### src/rtl/mem_access_unit.sv
// -----------------------------------------------------------------------------
// mem_access_unit
//   CPU-side initiator for a word-only data memory. Takes byte, halfword and
//   word load/store requests from the datapath. Loads extract the addressed
//   lane and sign/zero-extend it. Sub-word stores do a read-modify-write of the
//   containing word. Misaligned or size=11 requests finish with err=1 and never
//   touch memory.
//
// Ports
//   Clock, Reset      : clock and synchronous active-high reset
//   req               : request strobe, sampled only while busy=0
//   wr, size, sign_ext: store/load, 00=B 01=H 10=W 11=illegal, load extension
//   addr, wdata       : byte address, store data (sub-word data in low bits)
//   busy, done, err   : busy while not IDLE; one-cycle done pulse with err
//   rdata             : last successful load result
//   mem_addr/mem_wdata/mem_we/mem_rdata : word memory port (combinational read)
// -----------------------------------------------------------------------------
module mem_access_unit #(
    parameter int ADDR_W = 32
) (
    input  logic              Clock,
    input  logic              Reset,
    input  logic              req,
    input  logic              wr,
    input  logic [1:0]        size,
    input  logic              sign_ext,
    input  logic [ADDR_W-1:0] addr,
    input  logic [31:0]       wdata,
    output logic              busy,
    output logic              done,
    output logic              err,
    output logic [31:0]       rdata,
    output logic [ADDR_W-1:0] mem_addr,
    output logic [31:0]       mem_wdata,
    output logic              mem_we,
    input  logic [31:0]       mem_rdata
);

    typedef enum logic [1:0] {IDLE, RD, WR, DONE} state_t;

    state_t            state_reg;
    logic              wr_reg;
    logic [1:0]        size_reg;
    logic              sign_reg;
    logic [1:0]        off_reg;
    logic [31:0]       wdata_reg;
    logic [31:0]       word_reg;
    logic [31:0]       rdata_reg;
    logic              done_reg;
    logic              err_reg;
    logic [ADDR_W-1:0] mem_addr_reg;

    logic              req_bad;
    logic [31:0]       load_ext;
    logic [31:0]       merged_word;
    logic [7:0]        load_byte;
    logic [15:0]       load_half;

    // Illegal size or an address not aligned to the access size.
    assign req_bad = (size == 2'b11) ||
                     (size == 2'b01 && addr[0]) ||
                     (size == 2'b10 && addr[1:0] != 2'b00);

    // Load lane extraction from the live memory read (little-endian lanes).
    assign load_byte = mem_rdata[8*off_reg +: 8];
    assign load_half = off_reg[1] ? mem_rdata[31:16] : mem_rdata[15:0];

    always_comb begin
        load_ext = mem_rdata;
        case (size_reg)
            2'b00:   load_ext = sign_reg ? {{24{load_byte[7]}}, load_byte} : {24'b0, load_byte};
            2'b01:   load_ext = sign_reg ? {{16{load_half[15]}}, load_half} : {16'b0, load_half};
            default: load_ext = mem_rdata;
        endcase
    end

    // Store word assembly, one byte lane at a time. A word store selects every
    // lane, so the captured word only matters for sub-word stores.
    generate
        for (genvar gi = 0; gi < 4; gi++) begin : g_lane
            localparam logic [1:0] LANE    = 2'(gi);
            localparam logic       HALF_HI = (gi >= 2);
            logic       lane_sel;
            logic [7:0] lane_data;

            assign lane_sel  = (size_reg == 2'b10) ||
                               (size_reg == 2'b01 && off_reg[1] == HALF_HI) ||
                               (size_reg == 2'b00 && off_reg == LANE);
            assign lane_data = (size_reg == 2'b00) ? wdata_reg[7:0] :
                               (size_reg == 2'b01) ? wdata_reg[8*(gi%2) +: 8] :
                                                     wdata_reg[8*gi +: 8];
            assign merged_word[8*gi +: 8] = lane_sel ? lane_data : word_reg[8*gi +: 8];
        end
    endgenerate

    always_ff @(posedge Clock) begin
        if (Reset) begin
            state_reg    <= IDLE;
            wr_reg       <= 1'b0;
            size_reg     <= 2'b00;
            sign_reg     <= 1'b0;
            off_reg      <= 2'b00;
            wdata_reg    <= 32'b0;
            word_reg     <= 32'b0;
            rdata_reg    <= 32'b0;
            done_reg     <= 1'b0;
            err_reg      <= 1'b0;
            mem_addr_reg <= '0;
        end else begin
            case (state_reg)
                IDLE: begin
                    done_reg <= 1'b0;
                    err_reg  <= 1'b0;
                    if (req) begin
                        wr_reg       <= wr;
                        size_reg     <= size;
                        sign_reg     <= sign_ext;
                        off_reg      <= addr[1:0];
                        wdata_reg    <= wdata;
                        mem_addr_reg <= {addr[ADDR_W-1:2], 2'b00};
                        if (req_bad) begin
                            state_reg <= DONE;
                            done_reg  <= 1'b1;
                            err_reg   <= 1'b1;
                        end else if (wr && size == 2'b10) begin
                            state_reg <= WR;
                        end else begin
                            state_reg <= RD;
                        end
                    end
                end
                RD: begin
                    word_reg <= mem_rdata;
                    if (wr_reg) begin
                        state_reg <= WR;
                    end else begin
                        rdata_reg <= load_ext;
                        state_reg <= DONE;
                        done_reg  <= 1'b1;
                    end
                end
                WR: begin
                    state_reg <= DONE;
                    done_reg  <= 1'b1;
                end
                default: begin
                    state_reg <= IDLE;
                    done_reg  <= 1'b0;
                    err_reg   <= 1'b0;
                end
            endcase
        end
    end

    assign busy      = (state_reg != IDLE);
    assign done      = done_reg;
    assign err       = err_reg;
    assign rdata     = rdata_reg;
    assign mem_addr  = mem_addr_reg;
    // Reset gates the strobe combinationally so an abort never half-writes.
    assign mem_we    = (state_reg == WR) && !Reset;
    assign mem_wdata = (state_reg == WR) ? merged_word : 32'b0;

endmodule

### config.mk
export PLATFORM = sky130hd
export DESIGN_NAME = mem_access_unit
export DESIGN_NICKNAME = d
export VERILOG_FILES = /design/src/rtl/mem_access_unit.sv
export SDC_FILE = /design/constraint.sdc
export NUM_CORES = 1
export LEC_CHECK = 0
export CAP_MARGIN = 10
export CORE_MARGIN = 10
export CORE_UTILIZATION = 42
export DETAILED_ROUTE_END_ITERATION = 10
export PLACE_DENSITY = 0.74
export SLEW_MARGIN = 20
export SYNTH_ARGS = -nofsm -noshare
export SYNTH_HDL_FRONTEND = slang
export SYNTH_SLANG_ARGS = --single-unit
export TNS_END_PERCENT = 50
### constraint.sdc
create_clock -name Clock -period 3.3 [get_ports Clock]
set_clock_uncertainty 0.05 [all_clocks]
set_input_delay 0.66 -clock Clock [delete_from_list [all_inputs] [get_ports Clock]]
set_output_delay 0.66 -clock Clock [all_outputs]
set_load 0.01 [all_outputs]
==> impl_metrics.csv <==
group,metric,value,unit
drt,vias,6036,
floorplanning,dieHeight,141,um
logic_synthesis,ys.flop_type,"dfxtp_1",
sta,relSlewSlack,0.443,
global_routing,grt_pass1_vias,5911,
logic_synthesis,synth_cell_types,44,
critical_path,path_buf_inv,2,
global_routing,gr-usage-all-layers,0.205,
place,placed_area,8290,um^2
sta,slew_violations,0,
min_path,min_path_type,"reg -> reg",
logic_synthesis,avgSynthCellArea,8.13,um^2
clocking,clockBufferDepth,2,
power_and_ir_drop,power-per-cell-area,766,nW/um^2
critical_path,r2r_slack,1.01,ns
critical_path,worstPathMaxFanout,19,
sta,hold_viol,0,
floorplanning,core_area,14400,um^2
critical_path,cpLargestDelayFamily,"buffers and inverters",
place,portBuffers,200,
drt,drc,0,
drt,ant_nets,0,
critical_path,cp-end-kind,"primary output",
critical_path,crit_cells,6,
clocking,postCtsSetupRepairBufs,0,
critical_path,criticalPathCategory,"reg -> out",
final_layout,final_area,8960,um^2
critical_path,r2r_cells,7,
run_status,status,"complete, no violations",
critical_path,cpPeakStageDelay,0.55,ns
final_layout,antenna_cells,0,
critical_path,worstReg2RegEnd,"rdata[15]",
clocking,clkSinkCount,136,
sta,fin_tns_setup,0,ns
clocking,path_clk_slew,0.06,ns
critical_path,crit_path_start_kind,"flip-flop",
clocking,ctsHoldBuffers,0,
power_and_ir_drop,comb_power_share,0.368,
global_routing,grt_remaining_overflow,0,
critical_path,cp_slowest_cell,"clkdlybuf4s50_1",
clocking,htreeDepth,4,
critical_path,cp-startpoint,"size_reg[0]",
final_layout,syn_to_final_growth,45.5,%
logic_synthesis,yosysWarnings,0,
floorplanning,ios,203,
drt,vias_per_cell,5.34,
floorplanning,fp.dieW,141,um
power_and_ir_drop,cellLeakagePower,3.36,nW
floorplanning,dieArea,19900,um^2
clocking,worstSkewPairLatency,0.43,ns
place,dp_hpwl,15.5,mm
drt,drt_first_pass_iters,5,
critical_path,crit_path_frequent_cell,"mux2i_1",
drt,wl_per_cell,18.5,um
sta,setup_violations,0,
drt,drt-total-wl,21.0,mm
sta,min_period,3.13,ns
critical_path,arrival,2.42,ns
power_and_ir_drop,switchingPower,2.31,mW
power_and_ir_drop,p_sw_frac,0.337,
power_and_ir_drop,p_int,4.55,mW
power_and_ir_drop,vdd_drop_max,0.402,mV
final_layout,nets,1041,
sta,max_freq,320,MHz
critical_path,cp_data_required_time,2.59,ns
critical_path,r2r_start,"state_reg[1]",
clocking,cts-root-buf,"clkbuf_16",
sta,fin_crit_sh,0.947,
place,place.gp.congestion,0.827,
global_routing,grt_max_degree,70,
floorplanning,initial_utilization,0.427,
global_routing,grt_pass1_wl,32.8,mm
power_and_ir_drop,p_seq_frac,0.332,
logic_synthesis,yosysSeqAreaShare,0.442,
clocking,cts_made_buffers,17,
job,cap_violations,0,
global_routing,antenna_found_initial,2,
logic_synthesis,synth-seq-cells,136,
sta,tightestPinTransition,0.829,ns
critical_path,crit_end,"mem_wdata[28]",
logic_synthesis,syn_area,6150,um^2
logic_synthesis,yosys.area.top_type,"dfxtp_1",
clocking,cts_tree,"built",
sta,rsz0062_at_grt,"false",
floorplanning,fp-row-count,44,
logic_synthesis,syn_inst,757,
final_layout,fill_cells,1310,
critical_path,crit_chain,"buf_4 > mux2i_1 > o21ai_0 > mux2i_1 > nor2b_1 > clkdlybuf4s50_1",
power_and_ir_drop,clockPowerShare,0.301,
logic_synthesis,async_flop_share,0,
final_layout,drive_above_1_share,0.0813,
drt,drtIter0Drc,546,
logic_synthesis,synthTopCellsByArea,"dfxtp_1, nand2_1, mux2i_1, a21oi_1, nor2_1",
logic_synthesis,synth_edf_count,0,
logic_synthesis,yosysTopAreaCellShare,0.442,
cell type report:
cell class              count  area [um^2]  area share
multi-input cells         554         3180       0.356
flip-flops and latches    136         2730       0.304
repair buffers            220         2150       0.240
clock buffers              21          480      0.0536
well taps                 184          230      0.0257
clock inverters            11          168      0.0187
inverters                   5         18.8     0.00210
cells by family after synthesis:
kind of cell,share of synthesized area
adder cells (fa/ha/maj),0.00813
multiplexers,0.113
buffers and inverters,0.0453
flip-flops,0.442
AO/OA/AOI/OAI,0.193
other,0.000609
AND/OR/NAND/NOR,0.198
synth_stat cells (4+ instances only):
master and number:
inv_1 4, a211oi_1 30, mux2i_1 58, buf_1 7, and2_1 4, dfxtp_1 136, a21boi_0 8, a22oi_1 7
a221oi_1 5, ha_1 4, a21oi_1 75, clkbuf_1 46, nor2_1 64, nor2b_1 12, nand2_1 179, mux2_2 8
o21ai_0 28, buf_2 7, nand3_1 26, o211a_1 16, nor3_1 6
power by group through the flow:
stage                     Combinational (mW)  Sequential [mW]  Clock (mW)
after floorplan                         1.40             2.33           0
after global placement                  2.50             2.29           0
after detailed placement                2.52             2.30           0
after CTS                               2.54             2.27        2.11
after global routing                    2.77             2.32        2.17
final                                   2.52             2.28        2.06
stage by stage:
stage / setup WS, ns / power [mW] / util / cells / hold WS [ns]
floorplan: 1.01 / 3.73 / - / 758 / 0.386
global placement: 0.258 / 4.79 / 0.575 / 1099 / 0.390
detailed placement: 0.228 / 4.82 / 0.575 / 1099 / 0.397
CTS: 0.0748 / 6.91 / 0.620 / 1131 / 0.404
global route: 0.0269 / 7.25 / 0.621 / 1131 / 0.418
finish: 0.174 / 6.86 / 0.621 / 1131 / 0.402
tightest hold or removal path, delay by kind of cell (launching register included):
family,cells,cell delay [ns]
AOI/OAI and AO/OA,1,0.05
DFF,1,0.31
and+or+nand+nor,1,0.05
metal layers:
| metal | part of all wire | vias to the layer above | GRT usage |
|---|---|---|---|
| met1 | 0.43 | 2781 | 0.256 |
| met3 | 0.12 | 24 | 0.0998 |
| met2 | 0.43 | 266 | 0.301 |
| met5 | 0.0015 | - | 0 |
| met4 | 0.016 | 4 | 0.0668 |
| li1 | - | 2961 | - |
layout by cell type, fill, tap and decap left out, types with 4 or more instances in the layout:
master           count
clkdlybuf4s50_1    199
nand2_1            177
dfxtp_1            134
a21oi_1             74
nor2_1              64
mux2i_1             58
a211oi_1            30
o21ai_0             28
nand3_1             26
buf_4               21
clkbuf_16           17
o211a_1             16
nor2b_1             10
a21boi_0             8
mux2_2               8
a22oi_1              7
nor3_1               6
a221oi_1             5
inv_1                4
bufinv_16            4
clkbuf_8             4
how the worst min path moves through the flow:
stage                               end  cells past startpoint          start  slack [ns]
after floorplan           wdata_reg[16]                      2  wdata_reg[16]        0.39
after global placement     mem_addr[22]                      2   mem_addr[22]        0.39
after detailed placement   mem_addr[29]                      2   mem_addr[29]        0.40
after CTS                  mem_addr[24]                      2   mem_addr[24]        0.40
after global routing       mem_addr[29]                      2   mem_addr[29]        0.42
final                      mem_addr[24]                      2   mem_addr[24]        0.40
what timing repair did:
action / CTS / global route
endpoints found under the setup margin: 16 / 22
gates resized for setup: 2 / 5
pin swaps: 0 / 0
(Power assumes the default switching activity.)
